===== config.mk =====
export PLATFORM = sky130hd
export DESIGN_NAME = write_scoreboard
export DESIGN_NICKNAME = d
export VERILOG_FILES = /design/src/rtl/cpu_sim_pkg.sv /design/src/rtl/wr_event_detect.sv /design/src/rtl/write_scoreboard.sv
export SDC_FILE = /design/constraint.sdc
export NUM_CORES = 1
export LEC_CHECK = 0
export CORE_AREA = 2 2 132 134
export DETAILED_ROUTE_END_ITERATION = 6
export DIE_AREA = 0 0 134 136
export PLACE_DENSITY = 0.54
export SETUP_SLACK_MARGIN = 0.2
export SYNTH_ARGS = -nofsm -noshare
export SYNTH_HDL_FRONTEND = slang
export SYNTH_SLANG_ARGS = --single-unit

===== constraint.sdc =====
create_clock -name clk -period 8.7 [get_ports clk]
set_clock_uncertainty 0.2 [all_clocks]
set_input_delay 1.74 -clock clk [delete_from_list [all_inputs] [get_ports clk]]
set_output_delay 1.74 -clock clk [all_outputs]
set_load 0.005 [all_outputs]

===== src/rtl/cpu_sim_pkg.sv =====
// Shared types and constants for the write scoreboard checker.
package cpu_sim_pkg;

  // Checker run state
  typedef enum logic [1:0] {
    IDLE  = 2'd0,
    ARMED = 2'd1,
    PASS  = 2'd2,
    FAIL  = 2'd3
  } state_e;

  // Table entry target kind
  localparam logic KIND_REG = 1'b0;
  localparam logic KIND_MEM = 1'b1;

  // Reported failure reason
  localparam logic [1:0] FAIL_NONE     = 2'd0;
  localparam logic [1:0] FAIL_TIMEOUT  = 2'd1;
  localparam logic [1:0] FAIL_MISMATCH = 2'd2;

  // Saturating 8-bit increment
  function automatic logic [7:0] sat_inc8(input logic [7:0] v, input logic inc);
    return (inc && (v != 8'hFF)) ? v + 8'd1 : v;
  endfunction

endpackage


===== src/rtl/wr_event_detect.sv =====
// Write-strobe falling-edge detector with payload capture.
// Ports:
//   clk, reset : clock, synchronous active-high reset
//   strobe     : write strobe
//   din        : payload, captured every cycle strobe is high
//   evt_c      : one-cycle event, strobe was high last cycle and is low now
//   dout       : payload from the last high cycle of the strobe
module wr_event_detect #(
  parameter int unsigned W = 8
) (
  input  logic         clk,
  input  logic         reset,
  input  logic         strobe,
  input  logic [W-1:0] din,
  output logic         evt_c,
  output logic [W-1:0] dout
);

  logic         strobe_q, strobe_d;
  logic [W-1:0] cap_q, cap_d;

  // Capture holds the last value seen while the strobe was high
  always_comb begin
    strobe_d = strobe;
    cap_d    = strobe ? din : cap_q;
  end

  always_ff @(posedge clk) begin
    if (reset) begin
      strobe_q <= 1'b0;
      cap_q    <= '0;
    end else begin
      strobe_q <= strobe_d;
      cap_q    <= cap_d;
    end
  end

  assign evt_c = strobe_q & ~strobe;
  assign dout  = cap_q;

endmodule


===== src/rtl/write_scoreboard.sv =====
// Write scoreboard: compares completed register-file / RAM writes against a
// programmable table of expected (kind, address, value) entries.
// Ports:
//   clk, reset           : clock, synchronous active-high reset
//   rf_wr/rf_idx         : register-file write strobe and destination
//   mem_wr/mem_addr      : RAM write strobe and address
//   wr_data              : write data shared by both paths
//   cfg_*                : table programming (honoured in IDLE only)
//   start                : arm / re-arm the checker
//   busy/pass/fail       : ARMED / PASS / FAIL state decode
//   fail_code            : none, timeout or mismatch
//   hit_count/miss_count : distinct entries hit / mismatching writes
module write_scoreboard
  import cpu_sim_pkg::*;
#(
  parameter int unsigned DATA_W  = 8,
  parameter int unsigned ADDR_W  = 6,
  parameter int unsigned REG_W   = 3,
  parameter int unsigned NUM_CHK = 4,
  parameter int unsigned TIMEOUT = 1024,
  parameter int unsigned STRICT  = 1,
  localparam int unsigned IDX_W  = (NUM_CHK > 1) ? $clog2(NUM_CHK) : 1,
  localparam int unsigned HIT_W  = $clog2(NUM_CHK + 1)
) (
  input  logic              clk,
  input  logic              reset,
  input  logic              rf_wr,
  input  logic [REG_W-1:0]  rf_idx,
  input  logic              mem_wr,
  input  logic [ADDR_W-1:0] mem_addr,
  input  logic [DATA_W-1:0] wr_data,
  input  logic              cfg_we,
  input  logic [IDX_W-1:0]  cfg_idx,
  input  logic              cfg_en,
  input  logic              cfg_kind,
  input  logic [ADDR_W-1:0] cfg_addr,
  input  logic [DATA_W-1:0] cfg_data,
  input  logic              start,
  output logic              busy,
  output logic              pass,
  output logic              fail,
  output logic [1:0]        fail_code,
  output logic [HIT_W-1:0]  hit_count,
  output logic [7:0]        miss_count
);

  localparam int unsigned TMR_W = (TIMEOUT > 1) ? $clog2(TIMEOUT) : 1;

  state_e                           state_q, state_d;
  logic [NUM_CHK-1:0]               en_q, en_d;
  logic [NUM_CHK-1:0]               kind_q, kind_d;
  logic [NUM_CHK-1:0][ADDR_W-1:0]   addr_q, addr_d;
  logic [NUM_CHK-1:0][DATA_W-1:0]   data_q, data_d;
  logic [NUM_CHK-1:0]               hit_q, hit_d;
  logic [HIT_W-1:0]                 hit_cnt_q, hit_cnt_d;
  logic [7:0]                       miss_cnt_q, miss_cnt_d;
  logic [TMR_W-1:0]                 timer_q, timer_d;
  logic [1:0]                       code_q, code_d;

  logic                      rf_evt_c, mem_evt_c;
  logic [REG_W+DATA_W-1:0]   rf_cap;
  logic [ADDR_W+DATA_W-1:0]  mem_cap;
  logic [REG_W-1:0]          rf_cap_idx;
  logic [DATA_W-1:0]         rf_cap_data;
  logic [ADDR_W-1:0]         mem_cap_addr;
  logic [DATA_W-1:0]         mem_cap_data;

  logic [NUM_CHK-1:0] rf_addr_m, rf_exact, mem_addr_m, mem_exact;
  logic [NUM_CHK-1:0] rf_sel, mem_sel;
  logic               rf_miss, mem_miss, arm;

  wr_event_detect #(.W(REG_W + DATA_W)) u_rf_det (
    .clk    (clk),
    .reset  (reset),
    .strobe (rf_wr),
    .din    ({rf_idx, wr_data}),
    .evt_c  (rf_evt_c),
    .dout   (rf_cap)
  );

  wr_event_detect #(.W(ADDR_W + DATA_W)) u_mem_det (
    .clk    (clk),
    .reset  (reset),
    .strobe (mem_wr),
    .din    ({mem_addr, wr_data}),
    .evt_c  (mem_evt_c),
    .dout   (mem_cap)
  );

  assign rf_cap_idx   = rf_cap[REG_W+DATA_W-1 -: REG_W];
  assign rf_cap_data  = rf_cap[DATA_W-1:0];
  assign mem_cap_addr = mem_cap[ADDR_W+DATA_W-1 -: ADDR_W];
  assign mem_cap_data = mem_cap[DATA_W-1:0];

  // Lowest set bit only, so duplicate entries are consumed one per event
  function automatic logic [NUM_CHK-1:0] first_one(input logic [NUM_CHK-1:0] v);
    logic [NUM_CHK-1:0] r;
    logic               found;
    r     = '0;
    found = 1'b0;
    for (int i = 0; i < int'(NUM_CHK); i++) begin
      if (v[i] && !found) begin
        r[i]  = 1'b1;
        found = 1'b1;
      end
    end
    return r;
  endfunction

  // Per-entry address and exact matches for both captured writes
  always_comb begin
    rf_addr_m  = '0;
    rf_exact   = '0;
    mem_addr_m = '0;
    mem_exact  = '0;
    for (int i = 0; i < int'(NUM_CHK); i++) begin
      rf_addr_m[i]  = en_q[i] && (kind_q[i] == KIND_REG) &&
                      (addr_q[i][REG_W-1:0] == rf_cap_idx);
      rf_exact[i]   = rf_addr_m[i] && (data_q[i] == rf_cap_data);
      mem_addr_m[i] = en_q[i] && (kind_q[i] == KIND_MEM) &&
                      (addr_q[i] == mem_cap_addr);
      mem_exact[i]  = mem_addr_m[i] && (data_q[i] == mem_cap_data);
    end
  end

  // A write equal to an already-hit entry is neither a hit nor a mismatch
  assign rf_sel   = rf_evt_c  ? first_one(rf_exact  & ~hit_q) : '0;
  assign mem_sel  = mem_evt_c ? first_one(mem_exact & ~hit_q) : '0;
  assign rf_miss  = rf_evt_c  && (|rf_addr_m)  && !(|rf_exact);
  assign mem_miss = mem_evt_c && (|mem_addr_m) && !(|mem_exact);

  // Next-state and table/counter update
  always_comb begin
    state_d    = state_q;
    en_d       = en_q;
    kind_d     = kind_q;
    addr_d     = addr_q;
    data_d     = data_q;
    hit_d      = hit_q;
    hit_cnt_d  = hit_cnt_q;
    miss_cnt_d = miss_cnt_q;
    timer_d    = timer_q;
    code_d     = code_q;
    arm        = 1'b0;

    unique case (state_q)
      IDLE: begin
        if (cfg_we && (32'(cfg_idx) < NUM_CHK)) begin
          en_d[cfg_idx]   = cfg_en;
          kind_d[cfg_idx] = cfg_kind;
          addr_d[cfg_idx] = cfg_addr;
          data_d[cfg_idx] = cfg_data;
        end
        arm = start;
      end
      ARMED: begin
        hit_d      = hit_q | rf_sel | mem_sel;
        hit_cnt_d  = hit_cnt_q + HIT_W'(|rf_sel) + HIT_W'(|mem_sel);
        miss_cnt_d = sat_inc8(sat_inc8(miss_cnt_q, rf_miss), mem_miss);
        // Mismatch beats completion, completion beats timeout
        if ((STRICT != 0) && (rf_miss || mem_miss)) begin
          state_d = FAIL;
          code_d  = FAIL_MISMATCH;
        end else if ((hit_d & en_q) == en_q) begin
          state_d = PASS;
        end else if (timer_q == TMR_W'(TIMEOUT - 1)) begin
          state_d = FAIL;
          code_d  = FAIL_TIMEOUT;
        end else begin
          timer_d = timer_q + TMR_W'(1);
        end
      end
      PASS, FAIL: arm = start;
      default: state_d = IDLE;
    endcase

    // Arming clears run results; an empty table completes immediately
    if (arm) begin
      hit_d      = '0;
      hit_cnt_d  = '0;
      miss_cnt_d = '0;
      timer_d    = '0;
      code_d     = FAIL_NONE;
      state_d    = (|en_d) ? ARMED : PASS;
    end
  end

  always_ff @(posedge clk) begin
    if (reset) begin
      state_q    <= IDLE;
      en_q       <= '0;
      kind_q     <= '0;
      addr_q     <= '0;
      data_q     <= '0;
      hit_q      <= '0;
      hit_cnt_q  <= '0;
      miss_cnt_q <= '0;
      timer_q    <= '0;
      code_q     <= FAIL_NONE;
    end else begin
      state_q    <= state_d;
      en_q       <= en_d;
      kind_q     <= kind_d;
      addr_q     <= addr_d;
      data_q     <= data_d;
      hit_q      <= hit_d;
      hit_cnt_q  <= hit_cnt_d;
      miss_cnt_q <= miss_cnt_d;
      timer_q    <= timer_d;
      code_q     <= code_d;
    end
  end

  assign busy       = (state_q == ARMED);
  assign pass       = (state_q == PASS);
  assign fail       = (state_q == FAIL);
  assign fail_code  = code_q;
  assign hit_count  = hit_cnt_q;
  assign miss_count = miss_cnt_q;

endmodule


==> flow_summary.ini <==
[timing]
hold_slack_ps = 265
finalCritPeriodShare = 0.620
maxSlewHeadroom = 0.303
fmax_mhz = 185
setup_viol = 0
rsz0062_at_grt = false
worst_slack_ps = 3310
tightest_slew_ps = 1050
finalSetupTns_ps = 0
finalCriticalPeriod_ps = 5390
hold_viol_final = 0
finalMaxSlewViolations = 0

[grt]
grt_first_pass_wirelength_microns = 29200
grt_pass1_vias = 5370
gr-usage-all-layers = 0.208
grt_overflow = 0
antenna_found_initial = 0
grt_max_degree = 97

[route]
routed_wl_microns = 18200
dr.pass1.iters = 5
vias_per_cell = 5.22
drtAntennaViolNets = 0
vias = 5615
drc = 0
drt_iter0_markers = 387
wl_per_cell_microns = 16.9

[clocking]
cts_root_buf = clkbuf_16
clk_pin_slew_ps = 60
postCtsHoldBufs = 0
cts_tree = built
cts_resized = 0
htreeDepth = 4
cts.path.max_buffers = 2
tritoncts.num_buffers = 17
clk-insertion-delay-late_ps = 420
cts.sinks = 120
post_cts_buffers = 0

[floorplanning]
ioPinCount = 57
die_area_sq_um = 18200
start_util = 0.389
die_w_microns = 134
row_count = 48
coreArea_sq_um = 16900
fp.dieH_microns = 136

[synthesis]
synth_seq_cells = 120
synth_edf_count = 0
ys_warn_count = 0
synth_cell_types = 57
synth-main-ff-cell = dfxtp_1
synthesis.area_sq_um = 6570
yosysSeqAreaShare = 0.366
synthArstFlopShare = 0
avgSynthCellArea_sq_um = 8.00
synth_nets = 867
synthCells = 821

[power_and_ir_drop]
cellPowerDensity_nw_per_um2 = 189
total_power_mw = 1.47
p_leak_nw = 3.14
peakVddDrop_mv = 0.136

[placement]
port-buffer-count = 56
placed_cell_area_sq_um = 7200
pre_cts_slack_ps = 2930
gp_congestion = 0.899
hpwl_microns = 12600

[layout]
num_antenna_cells = 0
mostFrequentLayoutCell = nand2_1
final_cell_mix = nand2_1 (168), dfxtp_1 (120), xor2_1 (83)
nets = 884
area_growth_pct = 18.8
drive_gt1_frac = 0.0682
final_area_sq_um = 7800

[job]
max_cap_violations = 0

[critical_path]
worstPathArrival_ps = 5530
path_class = input port to flip-flop
worstSetupEndpointType = flip-flop
startpoint_type = input port
cp.required_ps = 8840
critPathMaxFanout = 14

[worst_hold_path]
hold_path_class = flip-flop to flip-flop

[status]
status = finished, final reports clean
stage by stage:
| step | util | std cells |
|---|---|---|
| 4_1_cts | 0.462 | 1076 |
| 3_5_place_dp | 0.427 | 1044 |
| 3_3_place_gp | 0.427 | 1044 |
| 2_1_floorplan | - | 821 |
| 6_report | 0.462 | 1076 |
| 5_1_grt | 0.462 | 1076 |
metal layers:
| metal | share of wire | GRT usage | wire length [microns] | vias up |
|---|---|---|---|---|
| li1 | - | - | - | 2829 |
| met1 | 0.45 | 0.263 | 8130 | 2615 |
| met2 | 0.48 | 0.348 | 8810 | 149 |
| met3 | 0.048 | 0.0481 | 868 | 22 |
| met4 | 0.022 | 0.0751 | 396 | 0 |
| met5 | 0 | 0 | 0 | - |
path summary, 6_finish.rpt:
| path | startpoint | end | slack, ps | cells past startpoint |
|---|---|---|---|---|
| worst max-delay path | rf_wr | miss_count[1]$_SDFFE_PP0P_ | 3310 | 11 |
| worst min-delay path | addr_q[22]$_SDFFE_PP0P_ | addr_q[22]$_SDFFE_PP0P_ | 260 | 2 |
| worst max register to register | u_rf_det.dout[8]$_SDFFE_PP0P_ | miss_count[1]$_SDFFE_PP0P_ | 4420 | 12 |
| worst min register to register | addr_q[22]$_SDFFE_PP0P_ | addr_q[22]$_SDFFE_PP0P_ | 260 | 2 |
flip-flops by register name, summed over array words and instances, names as in the netlist:
| name | count |
|---|---|
| hit_q | 4 |
| kind_q | 4 |
| miss_count | 8 |
| u_mem_det.dout | 14 |
| u_rf_det.strobe_q | 1 |
| hit_count | 3 |
| data_q | 32 |
| u_mem_det.strobe_q | 1 |
| state_q | 2 |
| timer_q | 10 |
| en_q | 4 |
| fail_code | 2 |
| addr_q | 24 |
| u_rf_det.dout | 11 |
where the power goes:
group	total, mW	switching (mW)	internal (mW)
clock network	0.719	0.269	0.450
registers	0.596	0.0278	0.568
logic	0.157	0.0897	0.0669
total	1.47	0.387	1.09
area by class of cell:
type	instances	area (sq um)
flip-flops and latches	120	2400
inverters	11	41.3
clock inverters	15	178
multi-input cells	627	3880
clock buffers	17	425
well taps	225	282
repair buffers	61	593
fillers	1671	9070
synth_stat cells, types with 3 or more instances:
cell        n  area share
clkbuf_1   48       0.027
nand4_1    16       0.015
a31o_2      3      0.0040
a211oi_1    5      0.0057
nor3b_1     3      0.0034
and2_1      5      0.0048
or3_1       3      0.0029
o22ai_1     5      0.0048
o211a_1     4      0.0061
nand2_1   168       0.096
nor3_1      9      0.0069
inv_1      11      0.0063
mux2_2      3      0.0051
or2_2       3      0.0029
buf_2       9      0.0069
nor4b_1     3      0.0040
xnor2_1    28       0.037
nor4_1     21       0.020
and4_1      8       0.011
a21oi_1    80       0.061
nand2b_1   14       0.013
nor2_1     53       0.030
and3_1     10      0.0095
nand3_1    16       0.012
buf_1       4      0.0023
or4_1       3      0.0034
o21ai_0     9      0.0069
mux2i_1    32       0.049
xor2_1     83        0.11
ha_1        4      0.0076
nor2b_1     7      0.0067
dfxtp_1   120        0.37
cells by family (layout without fill, tap and decap cells):
kind of cell | count (synthesis) | after routing | synth area share
XOR/XNOR | 111 | 111 | 0.148
adder cells (fa/ha/maj) | 5 | 5 | 0.0107
AND/OR/NAND/NOR | 351 | 351 | 0.258
AO/OA/AOI/OAI | 125 | 125 | 0.118
multiplexers | 35 | 35 | 0.0539
buffers and inverters | 74 | 104 | 0.0457
flip-flops | 120 | 120 | 0.366
worst max-delay path: stages:
cell and delay, ps:
clkdlybuf4s50_1 940, nor2b_1 440, and3_1 230, nand2_1 250, mux2_2 330, ha_1 210, nand2_1 70, mux2_2 340
o31ai_2 440, mux2_2 390, a21oi_1 130
Note: power is estimated with default switching activity, not from simulation.
